### src/rtl/rr_arb_mux_pkg.sv
// noc_arb_pkg: shared types and helpers for the round-robin flit merge (rr_arb_mux).
package noc_arb_pkg;

  typedef enum logic {ARB_IDLE, ARB_LOCKED} arb_state_t;

  // Wrapped increment of a round-robin pointer: n-1 wraps to 0.
  function automatic int unsigned rr_next(input int unsigned ptr, input int unsigned n);
    return (ptr + 32'd1 >= n) ? 32'd0 : ptr + 32'd1;
  endfunction

endpackage

### src/rtl/rr_arb_mux_if.sv
// rr_arb_mux_if: per-input flit streams in, one registered flit stream out.
// slave = merge block view, master = sources/sink view.
interface rr_arb_mux_if #(
  parameter int unsigned DATA_WIDTH = 32,
  parameter int unsigned INPUT_NUM  = 2,
  parameter int unsigned SEL_WIDTH  = $clog2(INPUT_NUM)
);
  logic [DATA_WIDTH-1:0] data_i [INPUT_NUM];
  logic [INPUT_NUM-1:0]  valid_i;
  logic [INPUT_NUM-1:0]  last_i;
  logic [INPUT_NUM-1:0]  ready_o;
  logic [DATA_WIDTH-1:0] data_o;
  logic                  valid_o;
  logic                  last_o;
  logic                  ready_i;
  logic [SEL_WIDTH-1:0]  grant_o;

  modport slave (
    input  data_i, valid_i, last_i, ready_i,
    output ready_o, data_o, valid_o, last_o, grant_o
  );

  modport master (
    output data_i, valid_i, last_i, ready_i,
    input  ready_o, data_o, valid_o, last_o, grant_o
  );
endinterface

### src/rtl/rr_arb_mux_arbiter.sv
// rr_arbiter: combinational round-robin pick; first requester scanning ptr, ptr+1, ... (wrapping).
module rr_arbiter #(
  parameter int unsigned INPUT_NUM = 2,
  parameter int unsigned SEL_WIDTH = $clog2(INPUT_NUM)
) (
  input  logic [INPUT_NUM-1:0] req,
  input  logic [SEL_WIDTH-1:0] ptr,
  output logic [INPUT_NUM-1:0] gnt,
  output logic [SEL_WIDTH-1:0] gnt_idx,
  output logic                 any_gnt
);

  // Scan from ptr upward, first requester wins.
  always_comb begin
    int unsigned          k;
    logic [SEL_WIDTH-1:0] idx;
    gnt     = '0;
    gnt_idx = '0;
    any_gnt = 1'b0;
    k       = 0;
    idx     = '0;
    for (int unsigned i = 0; i < INPUT_NUM; i++) begin
      k = 32'(ptr) + i;
      if (k >= INPUT_NUM) k = k - INPUT_NUM;
      idx = SEL_WIDTH'(k);
      if (!any_gnt && req[idx]) begin
        any_gnt  = 1'b1;
        gnt[idx] = 1'b1;
        gnt_idx  = idx;
      end
    end
  end

endmodule

### src/rtl/rr_arb_mux.sv
// rr_arb_mux: N-to-1 round-robin flit merge with one registered output stage.
// Optional macro ARB_MUX_PKT_LOCK_EN: wormhole locking (grant held for a whole packet).
// Without it, arbitration is per flit and last_i is only forwarded to last_o.
module rr_arb_mux
  import noc_arb_pkg::*;
#(
  parameter int unsigned DATA_WIDTH = 32,
  parameter int unsigned INPUT_NUM  = 2,
  parameter int unsigned SEL_WIDTH  = $clog2(INPUT_NUM)
) (
  input logic       clk_i,
  input logic       rst_n_i,
  rr_arb_mux_if.slave bus
);

  logic [SEL_WIDTH-1:0] ptr;
  logic [INPUT_NUM-1:0] req;
  logic [INPUT_NUM-1:0] gnt;
  logic [SEL_WIDTH-1:0] gnt_idx;
  logic                 any_gnt;
  logic                 load_en;
  logic                 accept;
  logic                 win_last;

`ifdef ARB_MUX_PKT_LOCK_EN
  arb_state_t           state;
  logic [SEL_WIDTH-1:0] owner;

  // While locked only the owner may request; others see a bubble.
  always_comb begin
    req = bus.valid_i;
    if (state == ARB_LOCKED) begin
      req        = '0;
      req[owner] = bus.valid_i[owner];
    end
  end
`else
  // Every valid input competes each cycle.
  always_comb begin
    req = bus.valid_i;
  end
`endif

  rr_arbiter #(
    .INPUT_NUM (INPUT_NUM),
    .SEL_WIDTH (SEL_WIDTH)
  ) u_arb (
    .req     (req),
    .ptr     (ptr),
    .gnt     (gnt),
    .gnt_idx (gnt_idx),
    .any_gnt (any_gnt)
  );

  assign load_en     = !bus.valid_o || bus.ready_i;
  // Reset gating keeps every ready_o low while rst_n_i is asserted.
  assign accept      = rst_n_i && load_en && any_gnt;
  assign win_last    = bus.last_i[gnt_idx];
  assign bus.ready_o = accept ? gnt : '0;

  // Output register: load the granted flit whenever the stage is empty or draining.
  always_ff @(posedge clk_i or negedge rst_n_i) begin
    if (!rst_n_i) begin
      bus.valid_o <= 1'b0;
      bus.last_o  <= 1'b0;
      bus.data_o  <= '0;
      bus.grant_o <= '0;
    end else if (load_en) begin
      bus.valid_o <= any_gnt;
      if (any_gnt) begin
        bus.data_o  <= bus.data_i[gnt_idx];
        bus.last_o  <= win_last;
        bus.grant_o <= gnt_idx;
      end
    end
  end

`ifdef ARB_MUX_PKT_LOCK_EN
  // Packet FSM and pointer: lock on a non-last accept, advance ptr only on a tail.
  always_ff @(posedge clk_i or negedge rst_n_i) begin
    if (!rst_n_i) begin
      ptr   <= '0;
      state <= ARB_IDLE;
      owner <= '0;
    end else if (accept) begin
      if (win_last) begin
        ptr   <= SEL_WIDTH'(rr_next(32'(gnt_idx), INPUT_NUM));
        state <= ARB_IDLE;
      end else if (state == ARB_IDLE) begin
        state <= ARB_LOCKED;
        owner <= gnt_idx;
      end
    end
  end
`else
  // Pointer advances past the winner on every accepted flit.
  always_ff @(posedge clk_i or negedge rst_n_i) begin
    if (!rst_n_i) begin
      ptr <= '0;
    end else if (accept) begin
      ptr <= SEL_WIDTH'(rr_next(32'(gnt_idx), INPUT_NUM));
    end
  end
`endif

endmodule

### src/flat_wrapper.sv
// flat-port wrapper written by rule: the top's interface ports become plain ports
module rr_arb_mux_flat import noc_arb_pkg::*;
#(
  parameter int unsigned DATA_WIDTH = 32,
  parameter int unsigned INPUT_NUM  = 2,
  parameter int unsigned SEL_WIDTH  = $clog2(INPUT_NUM)
)
  (clk_i, rst_n_i, bus_data_i, bus_valid_i, bus_last_i, bus_ready_i, bus_ready_o, bus_data_o, bus_valid_o, bus_last_o, bus_grant_o);
  rr_arb_mux_if #(.DATA_WIDTH(DATA_WIDTH), .INPUT_NUM(INPUT_NUM), .SEL_WIDTH(SEL_WIDTH)) bus_i ();
  input logic clk_i;
  input logic rst_n_i;
  input wire logic [$bits(bus_i.data_i)-1:0] bus_data_i;
  input wire logic [$bits(bus_i.valid_i)-1:0] bus_valid_i;
  input wire logic [$bits(bus_i.last_i)-1:0] bus_last_i;
  input wire logic [$bits(bus_i.ready_i)-1:0] bus_ready_i;
  output wire logic [$bits(bus_i.ready_o)-1:0] bus_ready_o;
  output wire logic [$bits(bus_i.data_o)-1:0] bus_data_o;
  output wire logic [$bits(bus_i.valid_o)-1:0] bus_valid_o;
  output wire logic [$bits(bus_i.last_o)-1:0] bus_last_o;
  output wire logic [$bits(bus_i.grant_o)-1:0] bus_grant_o;
  assign bus_i.data_i = {>>{bus_data_i}};
  assign bus_i.valid_i = bus_valid_i;
  assign bus_i.last_i = bus_last_i;
  assign bus_i.ready_i = bus_ready_i;
  assign bus_ready_o = bus_i.ready_o;
  assign bus_data_o = bus_i.data_o;
  assign bus_valid_o = bus_i.valid_o;
  assign bus_last_o = bus_i.last_o;
  assign bus_grant_o = bus_i.grant_o;
  rr_arb_mux #(.DATA_WIDTH(DATA_WIDTH), .INPUT_NUM(INPUT_NUM), .SEL_WIDTH(SEL_WIDTH)) u_core (.clk_i(clk_i), .rst_n_i(rst_n_i), .bus(bus_i));
endmodule
### config.mk
export PLATFORM = sky130hd
export DESIGN_NAME = rr_arb_mux_flat
export DESIGN_NICKNAME = d
export VERILOG_FILES = /design/src/rtl/rr_arb_mux_pkg.sv /design/src/rtl/rr_arb_mux_if.sv /design/src/rtl/rr_arb_mux_arbiter.sv /design/src/rtl/rr_arb_mux.sv /design/src/flat_wrapper.sv
export SDC_FILE = /design/constraint.sdc
export NUM_CORES = 1
export LEC_CHECK = 0
export ABC_CLOCK_PERIOD_IN_PS = 1400
export BUFFER_PORTS_ARGS = -buffer_cell sky130_fd_sc_hd__buf_2
export CAP_MARGIN = 20
export CORE_MARGIN = 2
export CORE_UTILIZATION = 39
export CTS_CLUSTER_DIAMETER = 100
export CTS_CLUSTER_SIZE = 30
export DETAILED_ROUTE_END_ITERATION = 16
export PLACE_DENSITY_LB_ADDON = 0.08
export SLEW_MARGIN = 20
export SYNTH_ARGS = -nofsm -noshare
export SYNTH_HDL_FRONTEND = slang
export SYNTH_SLANG_ARGS = --single-unit
### constraint.sdc
create_clock -name clk_i -period 1.4 [get_ports clk_i]
set_input_delay 0.42 -clock clk_i [delete_from_list [all_inputs] [get_ports clk_i]]
set_output_delay 0.42 -clock clk_i [all_outputs]
set_load 0.05 [all_outputs]
==> out/results.tsv <==
metric	value	unit
vias	2097	
synth_area_leaders	dfrtp_1, a31oi_1, nand3_1	
hp-class	in2async	
grt_max_degree	36	
yosys_register_bits	36	
rsz0062_at_grt	true	
finalSetupViolations	2	
p_int	2.037	mW
clock_latency	0.28	ns
critPathArrivalTime	1.18	ns
ys_types	18	
powerDensity	1338	nW/um^2
slowest_stage	dfrtp_2	
syn_nets	281	
worstMarginPinSlew	0.3116	ns
path_buf_inv	1	
io_buffers	107	
r2r_cells	6	
path_clk_slew	0.07	ns
dr.pass1.iters	4	
ys_seq_area_share	49.05	%
fillers	421	
switching_share	42.41	%
grt_pass1_wl	9.439	mm
fin_crit	1.602	ns
ant_nets	0	
hpwl	3.819	mm
fin_util	59.49	%
crit_fanout	3	
synthCells	210	
clock_sinks	36	
die_w	72.63	um
wire_per_inst	15.37	um
diodes	0	
num_rows	24	
total_leakage_power	1.224	nW
syn-cell-area	1837	sq um
power_frac_clock	21.2	%
syn_area_per_cell	8.746	sq um
final_nets	390	
cts_max_path_buffers	2	
worstSetupEndpointType	output pin	
cts_tree	built	
hold_ws	0.1574	ns
power	3.538	mW
violations	negative setup slack	
core	4444	sq um
worst_setup_path_start_kind	flip-flop	
cts_root_buf	clkbuf_8	
critPathRequiredTime	0.98	ns
relSlewSlack	79.23	%
r2r_end	u_core.bus.data_o[1]	
initial_utilization	41.33	%
grt_use_total	22.71	%
die_area	5274	sq um
netSwitchingPower	1.501	mW
syn_to_final_growth	43.94	%
pre_cts_slack	-0.1241	ns
design_area	2644	sq um
final_hold_viol_count	0	
io_pins	108	
grt-ovfl-total	0	
final_cells	372	
drv_slew	0	
outcome	finished with violations	
max_freq	624.2	MHz
setup_tns	-0.3744	ns
dp_cells	362	
htreeDepth	2	
path_cells	nand2b_4, nand2_4, nor3_4, buf_6	
crit_path_start	u_core.bus.valid_o	
wl	5.718	mm
r2r_setup_slack	0.08	ns
irDropWorstVdd	614.6	uV
drt_iter0_markers	118	
seqPwrFrac	37.0	%
place_congestion	0.8285	
critPathKind	reg2out	
grt_antenna_before_repair	0	
slowest_delay	0.42	ns
drive_above_1_share	45.00	%
multiInputGateArea	818.3	sq um
power_frac_comb	41.9	%
drcViolationCount	0	
drv_cap	0	
netlist.area_leader.share	49.05	%
r2r_start	u_core.bus.valid_o	
yosysTopAreaCell	dfrtp_1	
worst_slack	-0.2019	ns
seq_area	902.1	sq um
crit_family	flip-flops	
grt_pass1_vias	2025	
die_h	72.63	um
via_per_inst	5.637	
post_dp_cell_area	2496	sq um
cts_buffers	5	
min_period_over_period	114.4	%
yosysWarnings	0	
worst_clock_skew	0.003940	ns
==> power by group through the flow <==
| stage | registers, mW | logic [mW] | clock network (mW) |
|---|---|---|---|
| 4_1_cts | 1.31 | 1.47 | 0.767 |
| 3_3_place_gp | 1.32 | 1.44 | 0 |
| 3_5_place_dp | 1.33 | 1.45 | 0 |
| 2_1_floorplan | 1.91 | 0.436 | 0 |
| 6_report | 1.31 | 1.48 | 0.748 |
| 5_1_grt | 1.33 | 1.59 | 0.820 |
==> sequential cells by signal, indices dropped and copies added, names as in the netlist <==
name and count:
u_core.bus.valid_o 1, u_core.ptr 1, u_core.bus.last_o 1, u_core.bus.grant_o 1, u_core.bus.data_o 32
==> cell usage after synthesis <==
library cell,n
inv_1,2
or2_1,1
nand3_1,35
nand2b_1,3
nand2_1,2
dfrtp_1,36
buf_2,2
a21oi_1,33
buf_6,5
nor3_1,1
a31oi_1,33
o2bb2ai_1,1
clkbuf_1,18
and2_4,1
nor2b_1,1
and4_1,1
buf_4,1
o21ai_0,34
==> worst max path at each step <==
stage          cells past startpoint             end
2_1_floorplan                      4  bus_ready_o[1]
4_1_cts                            4  bus_ready_o[1]
3_3_place_gp                       5  bus_ready_o[1]
6_report                           4  bus_ready_o[1]
3_5_place_dp                       5  bus_ready_o[1]
5_1_grt                            4  bus_ready_o[1]
==> routing by layer <==
layer / GRT usage [%] / vias to the layer above / share of wire [%]
met1: 30.70 / 1014 / 44
met2: 37.27 / 76 / 49
met3: 4.558 / 8 / 5.6
li1: - / 999 / -
met5: 0 / - / 0
met4: 6.173 / 0 / 1.2
==> layout make-up <==
cell class                      count  share of cell area [%]
Clock buffer                        6                   3.124
Clock inverter                      2                  0.3786
Timing Repair Buffer              128                   28.68
Sequential cell                    36                   34.12
Inverter                            2                  0.2840
Multi-Input combinational cell    146                   30.95
Tap cell                           52                   2.461
==> what timing repair did <==
| item | in CTS | in global routing |
|---|---|---|
| setup endpoints to repair | 2 | 32 |
| resized for setup | 6 | 5 |
| cloned | 0 | 0 |
| setup buffers | 2 | 0 |
| hold buffers | 0 | 0 |
==> layout by cell type (no fill, tap or decap) <==
cell,netlist,routed
o21ai_0,34,34
buf_4,1,16
a31oi_1,33,33
nand2_1,2,1
nand2_4,0,1
clkbuf_8,0,6
nor2b_2,0,1
nand2b_4,0,1
inv_1,2,1
buf_2,2,105
and4_4,0,1
buf_8,0,2
nand3_1,35,35
inv_2,0,1
nand2b_1,3,2
a21oi_1,33,33
dfrtp_2,0,1
and2_4,1,1
nor3_4,0,1
or2_1,1,1
dfrtp_1,36,35
o2bb2ai_1,1,1
clkinv_2,0,2
buf_6,5,2
buf_12,0,3
==> logic make-up (layout without fill, tap and decap cells) <==
kind of cell | count (synthesis) | count (layout) | synth area share (%)
compound gates | 101 | 101 | 29.97
buf+inv | 28 | 138 | 8.106
flops | 36 | 36 | 49.05
simple gates | 45 | 45 | 12.88
Power figures use the tool's default switching activity.
